==> config.mk <==
export PLATFORM = sky130hd
export DESIGN_NAME = joydb_serial_reader
export DESIGN_NICKNAME = d
export VERILOG_FILES = /design/src/rtl/joydb_serial_reader.sv
export SDC_FILE = /design/constraint.sdc
export NUM_CORES = 1
export LEC_CHECK = 0
export ABC_AREA = 1
export CORE_UTILIZATION = 57
export DETAILED_ROUTE_END_ITERATION = 6
export HOLD_SLACK_MARGIN = 0.12
export MAX_ROUTING_LAYER = met4
export PLACE_DENSITY = 0.8
export SETUP_SLACK_MARGIN = 0.15
export SYNTH_ARGS = -nofsm -noshare
export SYNTH_HDL_FRONTEND = slang
export SYNTH_SLANG_ARGS = --single-unit
==> constraint.sdc <==
create_clock -name clk_sys -period 1.8 [get_ports clk_sys]
set_input_delay 0.27 -clock clk_sys [delete_from_list [all_inputs] [get_ports clk_sys]]
set_output_delay 0.27 -clock clk_sys [all_outputs]
set_load 0.005 [all_outputs]
==> src/rtl/joydb_serial_reader.sv <==
// Serial reader for DB9/JAMMA shift-register adapters.
// Clocks out NBITS bits per frame and glitch-filters the inverted result.
module joydb_serial_reader #(
  parameter int CLK_DIV = 8,
  parameter int NBITS   = 24
) (
  input  logic             clk_sys,
  input  logic             reset,
  output logic             joy_clk,
  output logic             joy_load,
  input  logic             joy_data,
  output logic             joy_select,
  output logic [NBITS-1:0] data_out,
  output logic             data_valid
);

  localparam int CW = (CLK_DIV > 2) ? $clog2(CLK_DIV) : 1;
  localparam int BW = (NBITS > 2) ? $clog2(NBITS) : 1;

  typedef enum logic [2:0] {
    LOAD,
    SETTLE,
    SAMPLE,
    CLKHI,
    DONE
  } state_t;

  state_t           state;
  logic [CW-1:0]    tick_cnt;
  logic             tick;
  logic             sample_en;
  logic [BW-1:0]    bitcnt;
  logic [NBITS-1:0] shreg;
  logic [NBITS-1:0] last_frame;
  logic [NBITS-1:0] candidate;

  assign tick       = (tick_cnt == CW'(CLK_DIV - 1));
  assign sample_en  = tick && (state == SAMPLE);
  assign candidate  = ~shreg;
  assign joy_select = 1'b1;

  // Free-running divider; the FSM never stalls it.
  always_ff @(posedge clk_sys) begin
    if (reset) begin
      tick_cnt <= '0;
    end else if (tick) begin
      tick_cnt <= '0;
    end else begin
      tick_cnt <= tick_cnt + CW'(1);
    end
  end

  always_ff @(posedge clk_sys) begin
    if (reset) begin
      state      <= LOAD;
      bitcnt     <= '0;
      shreg      <= '0;
      last_frame <= '0;
      data_out   <= '0;
      data_valid <= 1'b0;
      joy_clk    <= 1'b0;
      joy_load   <= 1'b0;
    end else begin
      data_valid <= 1'b0;
      unique case (state)
        LOAD: begin
          if (tick) begin
            joy_load <= 1'b1;
            state    <= SETTLE;
          end
        end
        SETTLE: begin
          if (tick) begin
            state <= SAMPLE;
          end
        end
        SAMPLE: begin
          if (tick) begin
            shreg   <= {shreg[NBITS-2:0], joy_data};
            joy_clk <= 1'b1;
            state   <= CLKHI;
          end
        end
        CLKHI: begin
          if (tick) begin
            joy_clk <= 1'b0;
            if (bitcnt == BW'(NBITS - 1)) begin
              state <= DONE;
            end else begin
              bitcnt <= bitcnt + BW'(1);
              state  <= SAMPLE;
            end
          end
        end
        DONE: begin
          // Accept a frame only when it repeats the previous one.
          if (candidate == last_frame) begin
            data_out <= candidate;
          end
          last_frame <= candidate;
          data_valid <= 1'b1;
          bitcnt     <= '0;
          joy_load   <= 1'b0;
          state      <= LOAD;
        end
        default: begin
          state <= LOAD;
        end
      endcase
    end
  end

endmodule

Word-level counts from Yosys, hierarchy flattened. Index checks and enable logic that the tools add are counted.

Reductions and logical operators: 11. Bitwise logic cells: 1. Add/subtract/negate cells: 2. Equal/unequal tests: 12. Mux-type cells: 14.

Operator list (count): $eq 24x24->1 (1); $not 24->24 (1); $mux 3 (5); $pmux 3 s4 (1); $mux 5 (2); $ne 2x2->1 const B (5); $pmux 5 s2 (1); $eq 3x2->1 const B (2); $eq 3x3->1 const B (2); $reduce_and 2->1 (3); $reduce_and 3->1 (2); $reduce_bool 2->1 (3); $add 5x1->5 const B (1); $eq 5x5->1 const B (1); $pmux 1 s2 (2); $reduce_and 4->1 (1); $add 3x1->3 const B (1); $eq 3x1->1 const B (1); $logic_not 3->1 (1); $mux 1 (3); $reduce_or 2->1 (1).

Output and inout port bits: 28. Word-level logic and storage cells: 49. Bits of input ports: 3. Register bits: 86.

Longest topological paths before layout.
Word-level depth: 4. Mapped depth: 12. Mapped depth without buffers: 11.

Worst setup path after synthesis. No wires, ideal clock.

Path kind: reg2reg. From: reg tick_cnt[0]. To: reg shreg[10]. Cell stages (with the launch flop): 7. Data required time: 1.672 ns. Setup slack: 0.231 ns. Arrival: 1.441 ns. Period minus slack after synthesis: 1.569 ns. Path buffers: 2. Library setup time: 0.128 ns. Cell sequence: dfxtp_1 -> ha_1 -> ha_1 -> nand3_1 -> clkbuf_1 -> clkbuf_1 -> a21oi_1.

Word-level cells in the longest chain between the ends: 2.

RTL lines: start: declaration (RTL line 29) `logic [CW-1:0] tick_cnt;`; start signal: assignment (RTL line 49) `tick_cnt <= tick_cnt + CW'(1);`; $eq 3x3->1 (RTL line 37) `assign tick = (tick_cnt == CW'(CLK_DIV - 1));`; $reduce_and 2->1 (no source line); end signal: assignment (RTL line 79) `shreg <= {shreg[NBITS-2:0], joy_data};`; end: declaration (RTL line 33) `logic [NBITS-1:0] shreg;`.

Every way passes these cells. A chain may end at the register's enable or synchronous reset.

Worst setup path in the final report.
From: reg shreg[0]. To: reg data_out[17].

Word-level cells in the longest chain between the ends: 3.

RTL lines: $not 24->24 (RTL line 39) `assign candidate = ~shreg;`; $eq 24x24->1 (RTL line 97) `if (candidate == last_frame) begin`; $reduce_and 2->1 (no source line); end signal: assignment (RTL line 98) `data_out <= candidate;`; end: declaration (RTL line 13) `output logic [NBITS-1:0] data_out,`.

Every way passes these cells.

==> flow_metrics.env <==
export IMPL_status="complete, no violations"
export IMPL_synthCells=505
export IMPL_crit_fanout=12
export IMPL_path_class="flop to flop"
export IMPL_place_gp_congestion=0.8562
export IMPL_core_sq_mm=0.006061
export IMPL_area_growth_pct=19.88
export IMPL_post_route_min_period_ns=1.601
export IMPL_netlist_area_leader_share=0.4707
export IMPL_synth_enable_flop_cells=0
export IMPL_synth_common_cells="nand2_1, dfxtp_1, nor2_1"
export IMPL_min_from="tick_cnt[0]$_SDFF_PP0_"
export IMPL_cts_root_buf="clkbuf_8"
export IMPL_diodes=0
export IMPL_crit_arrival_ns=1.90
export IMPL_synth_fa_ha_area_frac=0.01026
export IMPL_hold_depth=1
export IMPL_maxCapViolations=0
export IMPL_slowest_delay_ns=0.37
export IMPL_yosys_warnings=0
export IMPL_synth_nets=511
export IMPL_layout_cells_non_filler=624
export IMPL_nFillCells=492
export IMPL_cts_buffer_depth=2
export IMPL_ys_seq_area_frac=0.4707
export IMPL_io_buffers=29
export IMPL_setup_viol=0
export IMPL_fin_crit_sh=0.8897
export IMPL_drt_pass1_iterations=5
export IMPL_ant_nets=0
export IMPL_cp_start_kind="flop"
export IMPL_dp_hpwl_um=5433
export IMPL_synth_seq_cells=86
export IMPL_required_ns=2.10
export IMPL_yosysMostFrequentCell="nand2_1"
export IMPL_synth_xor_area_share=0.01437
export IMPL_synth_area_leader_cell="dfxtp_1"
export IMPL_rsz0062_at_grt="yes"
export IMPL_synth_top_family_by_area="simple AND/OR/NAND/NOR gates"
export IMPL_htree_num_levels=3
export IMPL_syn_area_per_cell_sq_um=7.242
export IMPL_r2r_end="data_out[17]$_SDFFE_PP0P_"
export IMPL_drt_wirelength_per_cell_um=13.20
export IMPL_synth_area_mux_share=0
export IMPL_tns_ns=0
export IMPL_power_density_mw_per_mm2=759.7
export IMPL_antenna_found_initial=0
export IMPL_grt_pass1_vias=2936
export IMPL_ctsHoldBuffers=0
export IMPL_hold_path_class="flop to flop"
export IMPL_vias=3340
export IMPL_die_h_um=82.10
export IMPL_cts_tree="done"
export IMPL_synth_compound_area_frac=0.1351
export IMPL_crit_path_frequent_cell="nor2_1"
export IMPL_ir_drop_v=0.0004698
export IMPL_grt_first_pass_wirelength_um=12900
export IMPL_crit_family="simple AND/OR/NAND/NOR gates"
export IMPL_crit_chain="nand2_1 -> o21ai_0 -> nor2_1 -> nand2_1 -> nor2_1 -> nand2_1 -> nor2_4 -> clkbuf_16 -> nor2_1 -> nor2_1"
export IMPL_ys_flop_type="dfxtp_1"
export IMPL_clock_sinks=86
export IMPL_initial_core_util=0.6034
export IMPL_grt_max_degree=59
export IMPL_cts_made_buffers=9
export IMPL_drt_total_wl_um=8238
export IMPL_reg2regPathDepth=10
export IMPL_drv_slew=0
export IMPL_reg2reg_slack_ns=0.20
export IMPL_max_freq_ghz=0.6245
export IMPL_crit_slowest_cell="dfxtp_2"
export IMPL_netlist_area_sq_mm=0.003657
export IMPL_worst_setup_path_end_kind="flop"
export IMPL_dp_cells=604
export IMPL_hold_path_end="tick_cnt[0]$_SDFF_PP0_"
export IMPL_power_leakage_nw=1.739
export IMPL_clock_skew_ns=0.01280
export IMPL_drcViolationCount=0
export IMPL_synth_area_leaders="dfxtp_1, nand2_1, nor2_1"
export IMPL_dieWidth_um=82.10
export IMPL_pin_count=31
export IMPL_initialDrtViolationCount=197
export IMPL_fin_nets=550
export IMPL_grt_use_total=0.2591
export IMPL_drive_gt1_frac=0.1257
export IMPL_ys_async_sr_fraction=0
export IMPL_synth_simple_area_share=0.2692
export IMPL_viasPerCell=5.353
export IMPL_row_count=28
export IMPL_critPathBufInv=1
export IMPL_ys_types=32
export IMPL_path_clk_slew_ns=0.09
export IMPL_clk_latency_ns=0.35
export IMPL_hold_viol=0
export IMPL_r2r_start="shreg[0]$_SDFFE_PP0P_"
export IMPL_dieArea_sq_mm=0.006740
export IMPL_globalRouteOverflowTotal=0
## cell type report
| cell class | count | area (sq um) | share of cell area |
|---|---|---|---|
| Sequential cell | 86 | 1740 | 0.3970 |
| Multi-Input combinational cell | 333 | 1588 | 0.3622 |
| Timing Repair Buffer | 50 | 523.0 | 0.1193 |
| Inverter | 64 | 240.2 | 0.05479 |
| Clock buffer | 10 | 137.6 | 0.03139 |
| Tap cell | 75 | 93.84 | 0.02140 |
| Clock inverter | 6 | 61.31 | 0.01398 |
## cell usage in the layout (no fill, tap or decap), drive strengths merged
cell           netlist  final
nand2              101    101
nor2                88     88
dfxtp               86     86
inv                 64     64
a21oi               37     37
o21ai               36     36
nand3               34     34
clkdlybuf4s50        0     29
buf                 13     20
o22ai               16     16
clkbuf               9     11
xor2                 4      4
clkinv               0      4
nand4                3      3
ha                   3      3
xnor2                2      2
nor3                 2      2
a31oi                2      2
nand3b               1      1
nor3b                1      1
a211oi               1      1
a221oi               1      1
conb                 1      1
bufinv               0      1
clkinvlp             0      1
## how the worst max path moves through the flow
stage	endpoint	slack (ns)	startpoint	cells past startpoint
finish	data_out[17]$_SDFFE_PP0P_	0.20	shreg[0]$_SDFFE_PP0P_	10
detailed placement	state[2]$_SDFFE_PP0P_	0.22	reset	5
floorplan	shreg[10]$_SDFFE_PP0P_	0.23	tick_cnt[0]$_SDFF_PP0_	6
global route	data_out[5]$_SDFFE_PP0P_	0.1	shreg[10]$_SDFFE_PP0P_	11
global placement	data_out[23]$_SDFFE_PP0P_	0.29	state[1]$_SDFFE_PP0P_	11
CTS	data_out[13]$_SDFFE_PP0P_	0.15	shreg[6]$_SDFFE_PP0P_	11
## layer usage
layer  share of wire  track usage  wire [um]  vias up
li1                -            -          -     1682
met5               0            -          0        -
met4           0.016      0.07544        131        0
met3           0.054      0.05385        442       15
met2            0.49       0.4231       4026      105
met1            0.44       0.3234       3637     1538
## cell families after synthesis
kind of cell,Yosys count
AND/OR/NAND/NOR,230
buffers and inverters,86
adder cells (fa/ha/maj),3
XOR/XNOR,6
AO/OA/AOI/OAI,93
flip-flops,86
other,1
## what timing repair did
action / in CTS / in global routing
cloned: 0 / 1
buffers inserted: 0 / 3
setup endpoints to repair: 1 / 27
resized for setup: 1 / 21
pin swaps: 0 / 3
## flip-flops by register name, indices dropped and copies added, names as in the netlist
signal	flops
bitcnt	5
data_out	24
data_valid	1
joy_clk	1
joy_load	1
last_frame	24
shreg	24
state	3
tick_cnt	3
## power by group
group          switching, W  total [W]  internal, W
registers        0.00000236    0.00191      0.00191
clock network      0.000665    0.00134     0.000674
logic             0.0000516  0.0000832    0.0000316
total              0.000719    0.00333      0.00261
## stage by stage
stage                     worst slack (ns)  total power (W)  hold slack [ns]  area, sq um  utilization
after global routing               0.09692         0.003443           0.4532         4384       0.7234
after global placement              0.2895         0.002033           0.4069         4096       0.6759
after detailed placement            0.2248         0.002036           0.4225         4096       0.6759
after CTS                           0.1535         0.003345           0.4338         4297       0.7089
final                               0.1986         0.003331           0.4291         4384       0.7234
after floorplan                     0.2310         0.002010           0.3992         3657            -
Note: power is estimated with default switching activity, not from simulation.
